--- src/rtl/queue_sched.sv ---
// queue_sched: write arbiter and read sequencer for an 8-slot circular queue
// (QDEPTH usable entries).
//
// Two producers share the queue's single write port under round-robin
// arbitration. Popped entries go into a registered valid/ready output stage.
// An occupancy counter cross-checks the queue's empty/full flags and sets a
// sticky error flag on any disagreement.
//
// Ports:
//   clk, reset            single clock; synchronous active-high reset
//   req0/din0/gnt0        producer 0 request, data, same-cycle grant
//   req1/din1/gnt1        producer 1 request, data, same-cycle grant
//   q_wr/q_din            queue write strobe and write data
//   q_rd                  queue read strobe
//   q_dout                queue head entry (combinational read)
//   q_empty/q_full        queue status flags
//   out_valid/out_data    registered output stage
//   out_ready             consumer accepts out_data at this edge
//   count                 entries held in the queue, not counting the output register
//   err                   sticky flag-consistency error
module queue_sched #(
  parameter int QDEPTH = 7
) (
  input  logic       clk,
  input  logic       reset,
  input  logic       req0,
  input  logic [7:0] din0,
  output logic       gnt0,
  input  logic       req1,
  input  logic [7:0] din1,
  output logic       gnt1,
  output logic       q_wr,
  output logic [7:0] q_din,
  output logic       q_rd,
  input  logic [7:0] q_dout,
  input  logic       q_empty,
  input  logic       q_full,
  output logic       out_valid,
  output logic [7:0] out_data,
  input  logic       out_ready,
  output logic [2:0] count,
  output logic       err
);

  localparam logic [2:0] CNT_MAX = 3'(QDEPTH);

  // Index of the producer granted most recently. A value of 1 means
  // producer 0 wins the next contention.
  logic last;

  // Grants are gated only by q_full. A pop in the same cycle does not free
  // a slot for a grant until the next cycle.
  always_comb begin
    gnt0 = 1'b0;
    gnt1 = 1'b0;
    if (!q_full && !reset) begin
      if (req0 && req1) begin
        gnt0 = last;
        gnt1 = !last;
      end else begin
        gnt0 = req0;
        gnt1 = req1;
      end
    end
  end

  assign q_wr  = gnt0 | gnt1;
  assign q_din = gnt1 ? din1 : din0;

  // Pop whenever the output register is free or is being emptied this edge.
  // A write into an empty queue is never bypassed to the output.
  assign q_rd = !q_empty && (!out_valid || out_ready) && !reset;

  always_ff @(posedge clk) begin
    if (reset) begin
      last      <= 1'b1;
      out_valid <= 1'b0;
      out_data  <= 8'h00;
      count     <= 3'd0;
      err       <= 1'b0;
    end else begin
      if (q_wr)
        last <= gnt1;

      if (q_rd) begin
        out_data  <= q_dout;
        out_valid <= 1'b1;
      end else if (out_valid && out_ready) begin
        out_valid <= 1'b0;
      end

      // A simultaneous write and pop leave the occupancy unchanged.
      case ({q_wr, q_rd})
        2'b10:   count <= count + 3'd1;
        2'b01:   count <= count - 3'd1;
        default: count <= count;
      endcase

      if (((count == 3'd0) != q_empty) || ((count == CNT_MAX) != q_full))
        err <= 1'b1;
    end
  end

endmodule
--- config.mk ---
export PLATFORM = sky130hd
export DESIGN_NAME = queue_sched
export DESIGN_NICKNAME = d
export VERILOG_FILES = /design/src/rtl/queue_sched.sv
export SDC_FILE = /design/constraint.sdc
export NUM_CORES = 1
export LEC_CHECK = 0
export BUFFER_PORTS_ARGS = -buffer_cell sky130_fd_sc_hd__clkbuf_2
export CAP_MARGIN = 30
export CELL_PAD_IN_SITES_DETAIL_PLACEMENT = 2
export CELL_PAD_IN_SITES_GLOBAL_PLACEMENT = 2
export CORE_UTILIZATION = 21
export DETAILED_ROUTE_END_ITERATION = 6
export GPL_ROUTABILITY_DRIVEN = 0
export PLACE_DENSITY = 0.84
export SYNTH_ARGS = -nofsm -noshare
export SYNTH_HDL_FRONTEND = slang
export SYNTH_SLANG_ARGS = --single-unit
--- constraint.sdc ---
create_clock -name clk -period 4.5 [get_ports clk]
set_input_delay 0.225 -clock clk [delete_from_list [all_inputs] [get_ports clk]]
set_output_delay 0.225 -clock clk [all_outputs]
set_load 0.1 [all_outputs]
==> After elaboration in Yosys (flattened, before gate mapping) <==
Index checks and enable logic that the tools add are counted.
{ "word_totals": {"reg_bits": 14, "latch_bits": 0, "mem_bits_rw": 0, "rom_bits": 0, "output_inout_bits": 25, "wordCells": 36, "n_memories": 0} }
{ "op_classes": {"n_addsub": 2, "n_mul": 0, "div": 0, "order_cmp": 0, "n_eq_ne": 5, "n_shift": 0, "mux": 8, "bitwise": 1, "reduce_logical": 15} }
{ "ops": {"columns": ["op", "count"], "rows": [
  ["8-bit 2-to-1 mux", 1],
  ["1-bit 2-to-1 mux", 6],
  ["3-bit one-hot mux with 2 select lines", 1],
  ["1-bit logical AND", 5],
  ["1-bit logical NOT", 5],
  ["2-bit nonzero test", 2],
  ["3-bit by 1-bit adder with 3-bit output (second input constant)", 1],
  ["3-bit equality test (second input constant)", 1],
  ["3-bit logical NOT", 1],
  ["3-bit by 1-bit subtractor with 3-bit output (second input constant)", 1],
  ["2-bit by 1-bit equality test with 1-bit output (second input constant)", 1],
  ["2-bit equality test (second input constant)", 1],
  ["1-bit logical OR", 2],
  ["1-bit != test", 2],
  ["1-bit bitwise OR", 1]
]} }

==> Logic depth before layout (Yosys ltp) <==
{ "logic_depth": {"word_depth": 6, "mapped_depth": 9, "mapped_depth_nobuf": 8} }

==> Worst setup path before layout <==
OpenSTA, ideal clock, no wires.
{ "synth_path": {"path_type": "register -> register", "start": "register out_valid", "end": "register count[2]", "setup_ps": 70, "arrival_time_ps": 4536, "setup_slack_ps": -106, "stages_incl_launch_ff": 9, "path_buffers": 0, "synth_period_minus_slack_ps": 4606, "cell_sequence": "dfxtp_1 -> nor2b_1 -> nor3_1 -> ha_1 -> inv_1 -> fa_1 -> xor2_1 -> or3_1 -> a21oi_1"} }
{ "synth_via": {"elab_chain_cells": 6, "word_cells_on_any_way": 8} }
{ "synth_lines": {"columns": ["element", "line", "source"], "rows": [
  ["from (decl)", "38", "output logic out_valid,"],
  ["from (signal assigned)", "77", "out_valid <= 1'b0;"],
  ["from (signal assigned)", "87", "out_valid <= 1'b1;"],
  ["from (signal assigned)", "89", "out_valid <= 1'b0;"],
  ["1-bit logical NOT *", "72", "assign q_rd = !q_empty && (!out_valid || out_ready) && !reset;"],
  ["1-bit logical OR *", "72", null],
  ["1-bit logical AND * (2 in a row)", "72", null],
  ["via q_rd", "34", "output logic q_rd,"],
  ["2-bit by 1-bit equality test with 1-bit output or 2-bit equality test (tied branches)", "93", "case ({q_wr, q_rd})"],
  ["3-bit one-hot mux with 2 select lines or 2-bit nonzero test (tied branches)", null, null],
  ["to (signal assigned)", "94", "2'b10: count <= count + 3'd1;"],
  ["to (signal assigned)", "95", "2'b01: count <= count - 3'd1;"],
  ["to (signal assigned)", "96", "default: count <= count;"],
  ["to (decl)", "41", "output logic [2:0] count,"]
]} }
Mark *: on every way through the listed nets, which the timed path passes. The rest lies on a longest branch.
A chain may end at the register's enable or synchronous reset.

==> Worst setup path in the final report <==
{ "layout_path": {"start": "register out_valid", "end": "register count[2]"} }
{ "layout_via": {"elab_chain_cells": 6, "word_cells_on_any_way": 8} }
{ "layout_lines": {"columns": ["element", "line"], "rows": [
  ["1-bit logical NOT *", "72"],
  ["1-bit logical OR *", "72"],
  ["1-bit logical AND * (2 in a row)", "72"],
  ["2-bit by 1-bit equality test with 1-bit output or 2-bit equality test (tied branches)", "93"],
  ["3-bit one-hot mux with 2 select lines or 2-bit nonzero test (tied branches)", null]
]} }
Every way passes the cells marked *; elsewhere a longest branch is shown, timed or not.

==> impl_metrics.env <==
export IMPL_hold_path_class="in2reg"
export IMPL_cp_arrival_ns=2.35
export IMPL_crit_path_start_kind="flop"
export IMPL_drive_gt1_frac=0.490
export IMPL_maxCapViolations=0
export IMPL_initial_core_util=0.223
export IMPL_tightest_slew_ns=0.591
export IMPL_postCtsHoldBufs=0
export IMPL_io_buffers=55
export IMPL_drt_pass1_iter_count=4
export IMPL_synth_cells=88
export IMPL_cts_clk_slew_worst_paths_ns=0.09
export IMPL_required_ns=4.71
export IMPL_cp_cell_sequence="nor2b_1 -> nor3_2 -> ha_1 -> inv_1 -> fa_1 -> xor2_1 -> or3_1 -> a21oi_1"
export IMPL_rsz0062_at_grt="false"
export IMPL_final_common_cell="clkbuf_2"
export IMPL_utilization=0.326
export IMPL_vdd_ir_drop_max_uv=151
export IMPL_power_density_nw_per_um2=375
export IMPL_maxSlewHeadroom=0.605
export IMPL_tritoncts="yes"
export IMPL_antenna_found_initial=0
export IMPL_p_leak_nw=0.542
export IMPL_fmax_mhz=466
export IMPL_rows=21
export IMPL_critical_path_class="reg2reg"
export IMPL_insertion_delay_ns=0.27
export IMPL_netlist_area_sq_um=761
export IMPL_max_stage_delay_ns=0.39
export IMPL_avgRoutedWirePerCell_microns=14.3
export IMPL_post_route_min_period_ns=2.15
export IMPL_syn_num_nets=121
export IMPL_viasPerCell=4.66
export IMPL_ys_ff_latch=14
export IMPL_fin_crit_sh=0.477
export IMPL_die_w_microns=62.2
export IMPL_drt_initial_drc_count=14
export IMPL_cts_buffers=3
export IMPL_timing_final_ws_setup_ns=2.35
export IMPL_track_usage=0.148
export IMPL_synth_warnings=0
export IMPL_end_kind="flop"
export IMPL_die_h_microns=62.2
export IMPL_dpl_worst_slack_ns=2.32
export IMPL_ys_seq_area_frac=0.368
export IMPL_areaGrowthSynthToFinish_pct=46.2
export IMPL_finClkSkew_ns=0.000890
export IMPL_clockBufferDepth=2
export IMPL_slew_viol_final=0
export IMPL_avgSynthCellArea_sq_um=8.64
export IMPL_diodes=0
export IMPL_path_max_fanout=9
export IMPL_post_cts_buffers=0
export IMPL_drc=0
export IMPL_cts_sinks=14
export IMPL_core_sq_um=3420
export IMPL_cts_resized=0
export IMPL_final_nets=177
export IMPL_grt_overflow=0
export IMPL_htree_levels=1
export IMPL_wirelength_mm=2.70
export IMPL_cpMaxStageDelayCell="fa_1"
export IMPL_setup_viol=0
export IMPL_io_pins=56
export IMPL_synthDistinctLibCells=24
export IMPL_final_antenna_net_count=0
export IMPL_hold_violations=0
export IMPL_die_area_sq_um=3870
export IMPL_status="finished clean"
export IMPL_dp_hpwl_mm=2.26
export IMPL_final_cell_mix="clkbuf_2 (55), dfxtp_1 (14), o21ai_0 (11), a21oi_1 (11), nand3_1 (8)"
export IMPL_grt_pass1_wl_mm=4.51
export IMPL_finalSetupTns_ns=0
export IMPL_grt_pass1_vias=954
export IMPL_grt_max_degree=17
export IMPL_vias=880
export IMPL_cts_root_buffer="clkbuf_4"
==> cells in the mapped netlist <==
cell | count | area [sq um]
xor2_1 | 3 | 26.3
buf_6 | 1 | 11.3
inv_1 | 6 | 22.5
o21ai_0 | 11 | 55.1
ha_1 | 1 | 12.5
fa_1 | 1 | 20.0
nand3_4 | 1 | 17.5
a31o_1 | 1 | 8.76
clkbuf_1 | 3 | 11.3
nor3_1 | 2 | 10.0
nor2b_1 | 1 | 6.26
mux2_2 | 7 | 78.8
dfxtp_1 | 14 | 280
nand2_1 | 2 | 7.51
a21oi_1 | 11 | 55.1
a211o_1 | 1 | 8.76
mux2_4 | 1 | 15.0
nor2_4 | 1 | 11.3
a31oi_1 | 1 | 6.26
and3_1 | 1 | 6.26
or3_1 | 2 | 12.5
nor2_1 | 5 | 18.8
nand3_1 | 8 | 40.0
nand2b_1 | 3 | 18.8
==> stage by stage <==
stage,hold WS (ns),cells,instance area [sq um],power (mW)
6_report,0.180,189,1110,0.417
3_5_place_dp,0.473,185,1080,0.331
5_1_grt,0.175,189,1110,0.438
4_1_cts,0.172,189,1110,0.424
3_3_place_gp,0.461,185,1080,0.325
2_1_floorplan,0.370,88,766,0.291
==> final cells by class <==
class	count	area, sq um
multi-input combinational	64	440
fill	417	2300
sequential	14	280
timing repair buffer	55	275
inverter	6	22.5
tap	46	57.6
clock buffer	4	36.3
==> report_power, final <==
part | switching, mW | internal, mW
logic | 0.148 | 0.0372
clock network | 0.0412 | 0.0492
registers | 0.00803 | 0.133
total | 0.198 | 0.220
==> sequential cells by signal, indices dropped and copies added (netlist names) <==
| name | flops |
|---|---|
| out_data | 8 |
| count | 3 |
| err | 1 |
| last | 1 |
| out_valid | 1 |
==> worst max-delay path, delay by kind of cell, from the launching register on <==
kind / cells / cell delay (ns)
buffers and inverters: 1 / 0.09
xor gates and xnor gates: 1 / 0.17
AOI/OAI and AO/OA: 1 / 0.15
adders and majority gates: 2 / 0.62
DFF: 1 / 0.33
and+or+nand+nor: 3 / 0.74
==> kinds of logic (layout without fill, tap and decap cells) <==
group,after synthesis,count (layout),synth area share
DFF,14,14,0.368
adders and majority gates,2,2,0.0428
buffers and inverters,10,65,0.0592
xor gates and xnor gates,3,3,0.0345
AOI/OAI and AO/OA,25,25,0.176
muxes,8,8,0.123
and+or+nand+nor,26,26,0.196
==> routing by layer <==
| layer | GRT usage | vias up | routed length (microns) |
|---|---|---|---|
| met4 | 0.0291 | 0 | 33 |
| met3 | 0.0404 | 4 | 132 |
| met5 | 0 | - | 0 |
| met1 | 0.161 | 430 | 1050 |
| met2 | 0.282 | 28 | 1480 |
| li1 | - | 418 | - |
==> worst paths after layout <==
check,startpoint,end,slack [ns],cells past startpoint
worst max-delay path,out_valid$_SDFFE_PP0P_,count[2]$_SDFFE_PP0P_,2.35,8
worst max register to register,out_valid$_SDFFE_PP0P_,count[2]$_SDFFE_PP0P_,2.35,8
worst min register to register,last$_SDFFE_PP1P_,last$_SDFFE_PP1P_,0.48,1
worst min-delay path,q_dout[7],out_data[7]$_SDFFE_PP0P_,0.18,3
(Power assumes the default switching activity.)
